`src/rtl/prm_edge_mask_engine.sv`:
```
`timescale 1ns/1ps
// prm_edge_mask_engine
// ---------------------------------------------------------------------------
// Purpose: programmable sum-of-products edge-mask engine. Each of N_CH
// obstacle channels holds N_TERMS product terms {care, val, en}. A query
// configuration word is scanned LANES terms per channel per cycle. Each
// channel's result bit is the OR of its term hits.
//
// Ports:
//   clk, rst                 clock (rising edge), async active-high reset
//   prog_valid/prog_ready    term write handshake (accepted only in IDLE)
//   prog_ch, prog_idx        target channel / term slot of a write
//   prog_care, prog_val,     term contents (care mask, literal values,
//   prog_en                  enable)
//   in_valid/in_ready        query handshake, in_cfg is the configuration word
//   out_valid/out_ready      result handshake, out_mask is the per-channel mask
//   busy                     engine is not idle
//
// Optional feature: define PRM_EARLY_EXIT_EN to leave the scan as soon as
// every channel has already hit. Without it, latency is always
// N_TERMS/LANES+1 cycles from accept to out_valid.
// ---------------------------------------------------------------------------
module prm_edge_mask_engine #(
  parameter int IN_W    = 15,
  parameter int N_CH    = 4,
  parameter int N_TERMS = 16,
  parameter int LANES   = 4,
  localparam int CH_W   = (N_CH > 1) ? $clog2(N_CH) : 1,
  localparam int IDX_W  = (N_TERMS > 1) ? $clog2(N_TERMS) : 1
) (
  input  logic             clk,
  input  logic             rst,
  input  logic             prog_valid,
  output logic             prog_ready,
  input  logic [CH_W-1:0]  prog_ch,
  input  logic [IDX_W-1:0] prog_idx,
  input  logic [IN_W-1:0]  prog_care,
  input  logic [IN_W-1:0]  prog_val,
  input  logic             prog_en,
  input  logic             in_valid,
  output logic             in_ready,
  input  logic [IN_W-1:0]  in_cfg,
  output logic             out_valid,
  input  logic             out_ready,
  output logic [N_CH-1:0]  out_mask,
  output logic             busy
);

  localparam int N_SCAN = N_TERMS / LANES;
  localparam int CNT_W  = $clog2(N_SCAN + 1);

  localparam logic [1:0] S_IDLE = 2'd0;
  localparam logic [1:0] S_SCAN = 2'd1;
  localparam logic [1:0] S_DONE = 2'd2;

  logic [1:0]       state;
  logic [CNT_W-1:0] scan_cnt;
  logic [IN_W-1:0]  cfg_q;
  logic [N_CH-1:0]  acc;
  logic [N_CH-1:0]  scan_hits;
  logic [N_CH-1:0]  mask_q;
  logic [IDX_W-1:0] slot;
  logic             early_exit;
  logic             scan_done;

  logic [IN_W-1:0]  term_care [N_CH][N_TERMS];
  logic [IN_W-1:0]  term_val  [N_CH][N_TERMS];
  logic             term_en   [N_CH][N_TERMS];

  assign prog_ready = (state == S_IDLE);
  assign in_ready   = (state == S_IDLE) && !prog_valid;
  assign out_valid  = (state == S_DONE);
  assign busy       = (state != S_IDLE);
  assign out_mask   = mask_q;

`ifdef PRM_EARLY_EXIT_EN
  assign early_exit = &acc;
`else
  assign early_exit = 1'b0;
`endif

  // The counter runs one step past the last lane group. That final SCAN
  // cycle evaluates nothing. It only lets the last group's hits settle into
  // the accumulators before DONE.
  assign scan_done = (scan_cnt == CNT_W'(N_SCAN)) || early_exit;

  // Term storage. Writes land only while idle, so a running scan never sees
  // a half-updated term set.
  always_ff @(posedge clk or posedge rst) begin
    if (rst) begin
      for (int c = 0; c < N_CH; c++) begin
        for (int t = 0; t < N_TERMS; t++) begin
          term_care[c][t] <= '0;
          term_val[c][t]  <= '0;
          term_en[c][t]   <= 1'b0;
        end
      end
    end else if (prog_valid && prog_ready &&
                 (int'(prog_ch) < N_CH) && (int'(prog_idx) < N_TERMS)) begin
      term_care[prog_ch][prog_idx] <= prog_care;
      term_val[prog_ch][prog_idx]  <= prog_val;
      term_en[prog_ch][prog_idx]   <= prog_en;
    end
  end

  // Evaluate the current lane group of every channel against the latched
  // configuration.
  always_comb begin
    scan_hits = '0;
    slot      = '0;
    if ((state == S_SCAN) && (scan_cnt < CNT_W'(N_SCAN))) begin
      for (int c = 0; c < N_CH; c++) begin
        for (int l = 0; l < LANES; l++) begin
          slot = IDX_W'(int'(scan_cnt) * LANES + l);
          if (term_en[c][slot] &&
              (((cfg_q ^ term_val[c][slot]) & term_care[c][slot]) == '0)) begin
            scan_hits[c] = 1'b1;
          end
        end
      end
    end
  end

  // Control FSM. It accepts a query, scans the lane groups, then holds the
  // result until it is consumed.
  always_ff @(posedge clk or posedge rst) begin
    if (rst) begin
      state    <= S_IDLE;
      scan_cnt <= '0;
      cfg_q    <= '0;
      acc      <= '0;
      mask_q   <= '0;
    end else begin
      case (state)
        S_IDLE: begin
          if (in_valid && in_ready) begin
            cfg_q    <= in_cfg;
            acc      <= '0;
            scan_cnt <= '0;
            state    <= S_SCAN;
          end
        end
        S_SCAN: begin
          acc <= acc | scan_hits;
          if (scan_done) begin
            mask_q <= acc;
            state  <= S_DONE;
          end else begin
            scan_cnt <= scan_cnt + 1'b1;
          end
        end
        S_DONE: begin
          if (out_ready) begin
            state <= S_IDLE;
          end
        end
        default: state <= S_IDLE;
      endcase
    end
  end

endmodule

```
`config.mk`:
```
export PLATFORM = sky130hd
export DESIGN_NAME = prm_edge_mask_engine
export DESIGN_NICKNAME = d
export VERILOG_FILES = /design/src/rtl/prm_edge_mask_engine.sv
export SDC_FILE = /design/constraint.sdc
export NUM_CORES = 2
export LEC_CHECK = 0
export CORE_UTILIZATION = 45
export CTS_BUF_LIST = sky130_fd_sc_hd__clkbuf_16
export DETAILED_ROUTE_END_ITERATION = 16
export SYNTH_ARGS = -nofsm -noshare
export SYNTH_HDL_FRONTEND = slang
export SYNTH_SLANG_ARGS = --single-unit
```
`constraint.sdc`:
```
create_clock -name clk -period 95.8 [get_ports clk]
set_input_delay 14.37 -clock clk [delete_from_list [all_inputs] [get_ports clk]]
set_output_delay 14.37 -clock clk [all_outputs]
set_load 0.03 [all_outputs]
```
-- After elaboration in Yosys (flattened, before gate mapping)
Index checks and enable logic that the tools add are counted.
- logic and storage cells: 484
- output and inout port bits: 8
- bits in registers: 2012
- input port bits: 57
- reduce and logical (&&, ||, !) cells: 47
- bitwise gates (word level): 39
- eq/ne operators: 7
- order comparisons: 9
- mux-type cells: 181
- add/sub/neg operators: 4
- operators with widths (cell ; number):
    $bmux W15 S4 ; 32
    $bwmux W960 ; 2
    $mux W15 ; 65
    $demux W240 S2 ; 1
    $and A15 B15 Y15 ; 16
    $logic_not A15 Y1 ; 16
    $mux W240 ; 1
    $xor A15 B15 Y15 ; 16
    $bmux W1 S4 ; 16
    $bwmux W64 ; 1
    $demux W15 S4 ; 1
    $mux W1 ; 49
    $demux W16 S2 ; 1
    $ge A5 B5 Y1 const B ; 5
    $not A4 Y5 ; 5
    $logic_and A1 B1 Y1 ; 22
    $mux W16 ; 1
    $add A4 B2 Y4 const B ; 2
    $mux W4 ; 2
    $pmux W4 S2 ; 1
    $mux W2 ; 3
    $mux W3 ; 2
    $pmux W2 S3 ; 1
    $pmux W3 S2 ; 1
    19 further kinds ; 25

-- Logic depth before layout (Yosys ltp)
- depth in word-level cells: 15
- gate-level depth with buffers: 11
- mapped depth without buffers: 8

-- Worst setup path after synthesis
No wires, ideal clock.
- path kind: in2out
- start: input port prog_valid
- end: output port in_ready
- arrival: 14.831 ns
- path buffers: 0
- cell stages on the path: 1
- slack: 66.599 ns
- cell sequence: nor2_1
- word-level cells in the longest chain between the ends: 2
- RTL lines (what ; line ; text):
    start: declaration ; 33 ; input logic prog_valid,
    $logic_not A1 Y1 ; 71 ; assign in_ready = (state == S_IDLE) && !prog_valid;
    $logic_and A1 B1 Y1 ; 71 ;
    end: declaration ; 41 ; output logic in_ready,
Every way passes these cells.

-- Worst setup path in the final report
Ends and elaborated chain as after synthesis.

==> results.md <==
Status:
- The run finished, with violations left.
- The checks that failed: DRC.

Synthesis:
- Of the synthesized area, sequential elements account for 0.556.
- The number of nets in the synthesized netlist is 6,654.
- The top-area cell type share of the netlist area is 0.556.
- The cell taking the most area after synthesis is sky130_fd_sc_hd__dfrtp_1.
- The share of async-settable or async-resettable flops after synthesis is 1.00.
- Yosys printed 0 warnings.
- The register bit total from synthesis is 2,012.
- The number of synthesized flops with an enable pin is 0.
- The post-synthesis cell area is around 91,000 µm².
- For this run, the leading register cell type out of synthesis is sky130_fd_sc_hd__dfrtp_1.
- The unique cell type count in the Yosys netlist is 61.
- Synthesis handed over a netlist of 6,595 instances.
- Averaged over all synthesized cells, the footprint is 13.7 µm².
- By area the synthesized netlist is led by sky130_fd_sc_hd__dfrtp_1 (56%), sky130_fd_sc_hd__mux2_2 (24%), sky130_fd_sc_hd__xor2_1 (9.3%), sky130_fd_sc_hd__a22oi_1 (1.2%), sky130_fd_sc_hd__buf_2 (1.1%).

CTS:
- TritonCTS created 206 clock buffers.
- The clock tree buffer depth is 3.
- CTS saw ~2,000 sinks.
- Post-CTS timing repair inserted 0 buffers for setup.
- TritonCTS built the clock tree.
- The quantity of hold-fixing buffers added after cts is 0.
- The number of cells upsized or downsized after cts is 0.
- The total number of H-tree levels is 4.
- The later-pin clock latency in the skew report is 0.85 ns.
- Clock-pin slew was measured on the worst setup and hold paths at 0.06 ns.
- The cell at the root of the clock tree is sky130_fd_sc_hd__clkbuf_16.

Cells and area:
- The fraction of layout instances using a drive strength above 1 is 0.370.
- The top cell types in the final layout, fill and taps aside, are sky130_fd_sc_hd__dfrtp_1 (1,995), sky130_fd_sc_hd__mux2_2 (1,944), sky130_fd_sc_hd__xor2_1 (956), sky130_fd_sc_hd__nand2_1 (212), sky130_fd_sc_hd__clkbuf_16 (209).
- Compared with the post-synthesis result, the final layout area differs by 9.93%.
- The library cell used most frequently in the layout, excluding fill and tap cells, is sky130_fd_sc_hd__dfrtp_1.
- The post-route standard cell area excluding fillers is 99,500 µm².
- The utilization of the core after routing is 0.498.
- The count of cells in the finished layout, fillers not included, comes to 9,298.
- The number of nets in the finished design is 6,520.

Power and ir drop:
- The clock power share is 0.298.
- The ratio of total power to cell area is 25.7 nW/µm².
- IR analysis of the VDD net gives a maximum drop of around 26 µV.
- The analysis attributes to cell leakage a power of 0.0507 µW.
- The fraction of power consumed by sequential logic is 0.443.
- The net switching share of the total power is 0.339.
- Summed over all nets, the switching power comes to 867 µW.
- The share of total power dissipated in combinational logic is 0.260.
- Cell internal power was estimated by the tool at 1690 µW.

Worst setup path:
- The path type of the worst setup path is primary input to primary output.
- Along the worst path, the maximum fanout reaches 4.
- The arrival time at the worst endpoint is about 16 ns.
- The launching element type of the critical path is a primary input.
- The required time reported for the critical path endpoint is 81.43 ns.
- The worst setup path is captured at a primary output.

Timing:
- Setup repair after global routing left no endpoint under its margin.
- The final count of hold timing violations came to 0.
- The number of failing setup endpoints in the final timing report is 0.
- The minimum setup slack in the final design is 65.69 ns.
- The worst pin sits at a relative slew slack of 0.187.
- The max-slew violation total from the final report is 0.
- The clock period could shrink to 30.11 ns.
- For the final routed database, the setup TNS stands at 0 ns.
- Of the available clock period, the critical path in the final layout requires 0.314.
- The pin slew with the least headroom to its limit is 1.22 ns.
- For the final database, setup skew stands at 0.0289 ns.
- The achievable frequency is 33.2 MHz.

Placed design:
- The cell area after placement is 93,200 µm².
- Buffers placed on the I/O ports in this run total 64.
- Counting tap cells, the placed design contains a total of 8,909 instances.
- The congestion estimate from routability-driven global placement came to about 0.77.
- The post-DP HPWL is 143,000 µm.
- The setup slack at placement is 65.69 ns.

Hold path:
- The path class of the tightest hold or removal check is register to register.

Die:
- The floorplan core area is 200,000 µm².
- Measured along the y axis, the die boundary spans 450 µm.
- The number of cell rows is 164.
- Pin placement for this block handled 65 I/O pins.
- The starting density of the core is 0.453.
- The floorplan die area is 203,000 µm².
- The die is 450 µm wide.

Routing:
- The count of routing violations after the opening detailed-route iteration is 4,839.
- The routed design has roughly 270,000 µm of wire.
- In the final routed layout, each cell accounts on average for 28.7 µm.
- The first-pass detailed-route iteration total is 12.
- The detail route stage leaves a number of antenna-violating nets equal to 0.
- The via count normalized by instance count is 5.80.
- The via count of the routed design is 53,900.
- For this run, design rule violations remaining after detail routing come to 6.

Global route:
- The total overflow left after global routing is 0.
- The global-route wire length before repair is 393,000 µm.
- The number of antenna violations at the first check in global routing is 30.
- The pin count of the biggest net entering global routing is 181.
- The global router's overall resource usage is 0.264.
- The number of global-route vias before repair is between 50,000 and 60,000.

Flow run:
- The max capacitance violation total is 0.
==> routing by layer <==
metal  up-vias  track usage  part of all wire
met5         -            0                 0
met4         0       0.0613             0.021
met3       341       0.0310             0.043
met2      1244        0.436              0.49
met1     29300        0.371              0.45
li1      23000            -                 -
==> critical path: stages <==
cell                              delay, ns
sky130_fd_sc_hd__clkdlybuf4s50_1       0.46
sky130_fd_sc_hd__nor2_1                0.20
sky130_fd_sc_hd__clkdlybuf4s50_1       0.71
==> registers in the layout, summed over array words and instances (netlist names) <==
register and flops:
cfg_q 15, term_val 960, out_mask 4, acc 4
term_en 64, state 2, term_care 960, scan_cnt 3
==> power groups by stage <==
| stage | logic [µW] | registers [µW] | clock network (µW) |
|---|---|---|---|
| 2_1_floorplan | 485 | 1090 | 0 |
| 5_1_grt | 713 | 1150 | 809 |
| 4_1_cts | 666 | 1130 | 774 |
| 3_3_place_gp | 658 | 1140 | 0 |
| 3_5_place_dp | 664 | 1150 | 0 |
| 6_report | 664 | 1130 | 760 |
==> synth_stat cells, types with 6 or more instances <==
library cell and count:
sky130_fd_sc_hd__nor3_1 16, sky130_fd_sc_hd__a222oi_1 77, sky130_fd_sc_hd__nor2b_1 7, sky130_fd_sc_hd__nor2_2 11
sky130_fd_sc_hd__o21ai_0 36, sky130_fd_sc_hd__xor2_1 956, sky130_fd_sc_hd__mux2i_1 8, sky130_fd_sc_hd__dfrtp_1 2012
sky130_fd_sc_hd__clkbuf_1 247, sky130_fd_sc_hd__buf_4 72, sky130_fd_sc_hd__and3_1 25, sky130_fd_sc_hd__buf_6 10
sky130_fd_sc_hd__mux2_1 45, sky130_fd_sc_hd__a22o_1 41, sky130_fd_sc_hd__buf_1 48, sky130_fd_sc_hd__a311oi_1 11
sky130_fd_sc_hd__nand2b_1 6, sky130_fd_sc_hd__nand4_1 24, sky130_fd_sc_hd__a41oi_1 8, sky130_fd_sc_hd__a221oi_1 78
sky130_fd_sc_hd__a31oi_1 24, sky130_fd_sc_hd__nand3_1 103, sky130_fd_sc_hd__mux2_2 1944, sky130_fd_sc_hd__a22oi_1 149
sky130_fd_sc_hd__nand2_1 212, sky130_fd_sc_hd__a21oi_1 117, sky130_fd_sc_hd__buf_2 190, sky130_fd_sc_hd__nor2_1 55
==> kinds of logic after synthesis <==
group | after synthesis | share of synthesized area
adder cells (fa/ha/maj) | 2 | 0.000276
buffers and inverters | 572 | 0.0302
AO/OA/AOI/OAI | 576 | 0.0477
multiplexers | 1998 | 0.249
flip-flops | 2012 | 0.556
XOR/XNOR | 957 | 0.0926
AND/OR/NAND/NOR | 478 | 0.0243
==> through the flow <==
step / hold WS, ns / power [µW]
2_1_floorplan: 0.457 / 1570
3_3_place_gp: 0.468 / 1800
3_5_place_dp: 0.475 / 1810
4_1_cts: 0.488 / 2570
5_1_grt: 0.501 / 2670
6_report: 0.488 / 2550
==> final timing paths <==
path	from	to	slack, ns	depth (start not counted)
max in group asynchronous	rst	term_val[356]	77.52	6
max reg2reg	cfg_q[12]	acc[0]	91.31	11
min	term_care[950]	term_care[950]	0.49	1
min reg2reg	term_care[950]	term_care[950]	0.49	1
min in group asynchronous	rst	term_val[743]	14.12	2
max	prog_valid	in_ready	65.69	3
==> layout make-up <==
cell class | instances | area (µm²)
Antenna cell | 10 | 25.0
Timing Repair Buffer | 225 | 1920
Fill cell | 17300 | 100000
Sequential cell | 2012 | 50400
Multi-Input combinational cell | 4011 | 37500
Tap cell | 2656 | 3320
Clock buffer | 209 | 5230
Clock inverter | 170 | 1050
Inverter | 5 | 31.3
Power figures use the tool's default switching activity.
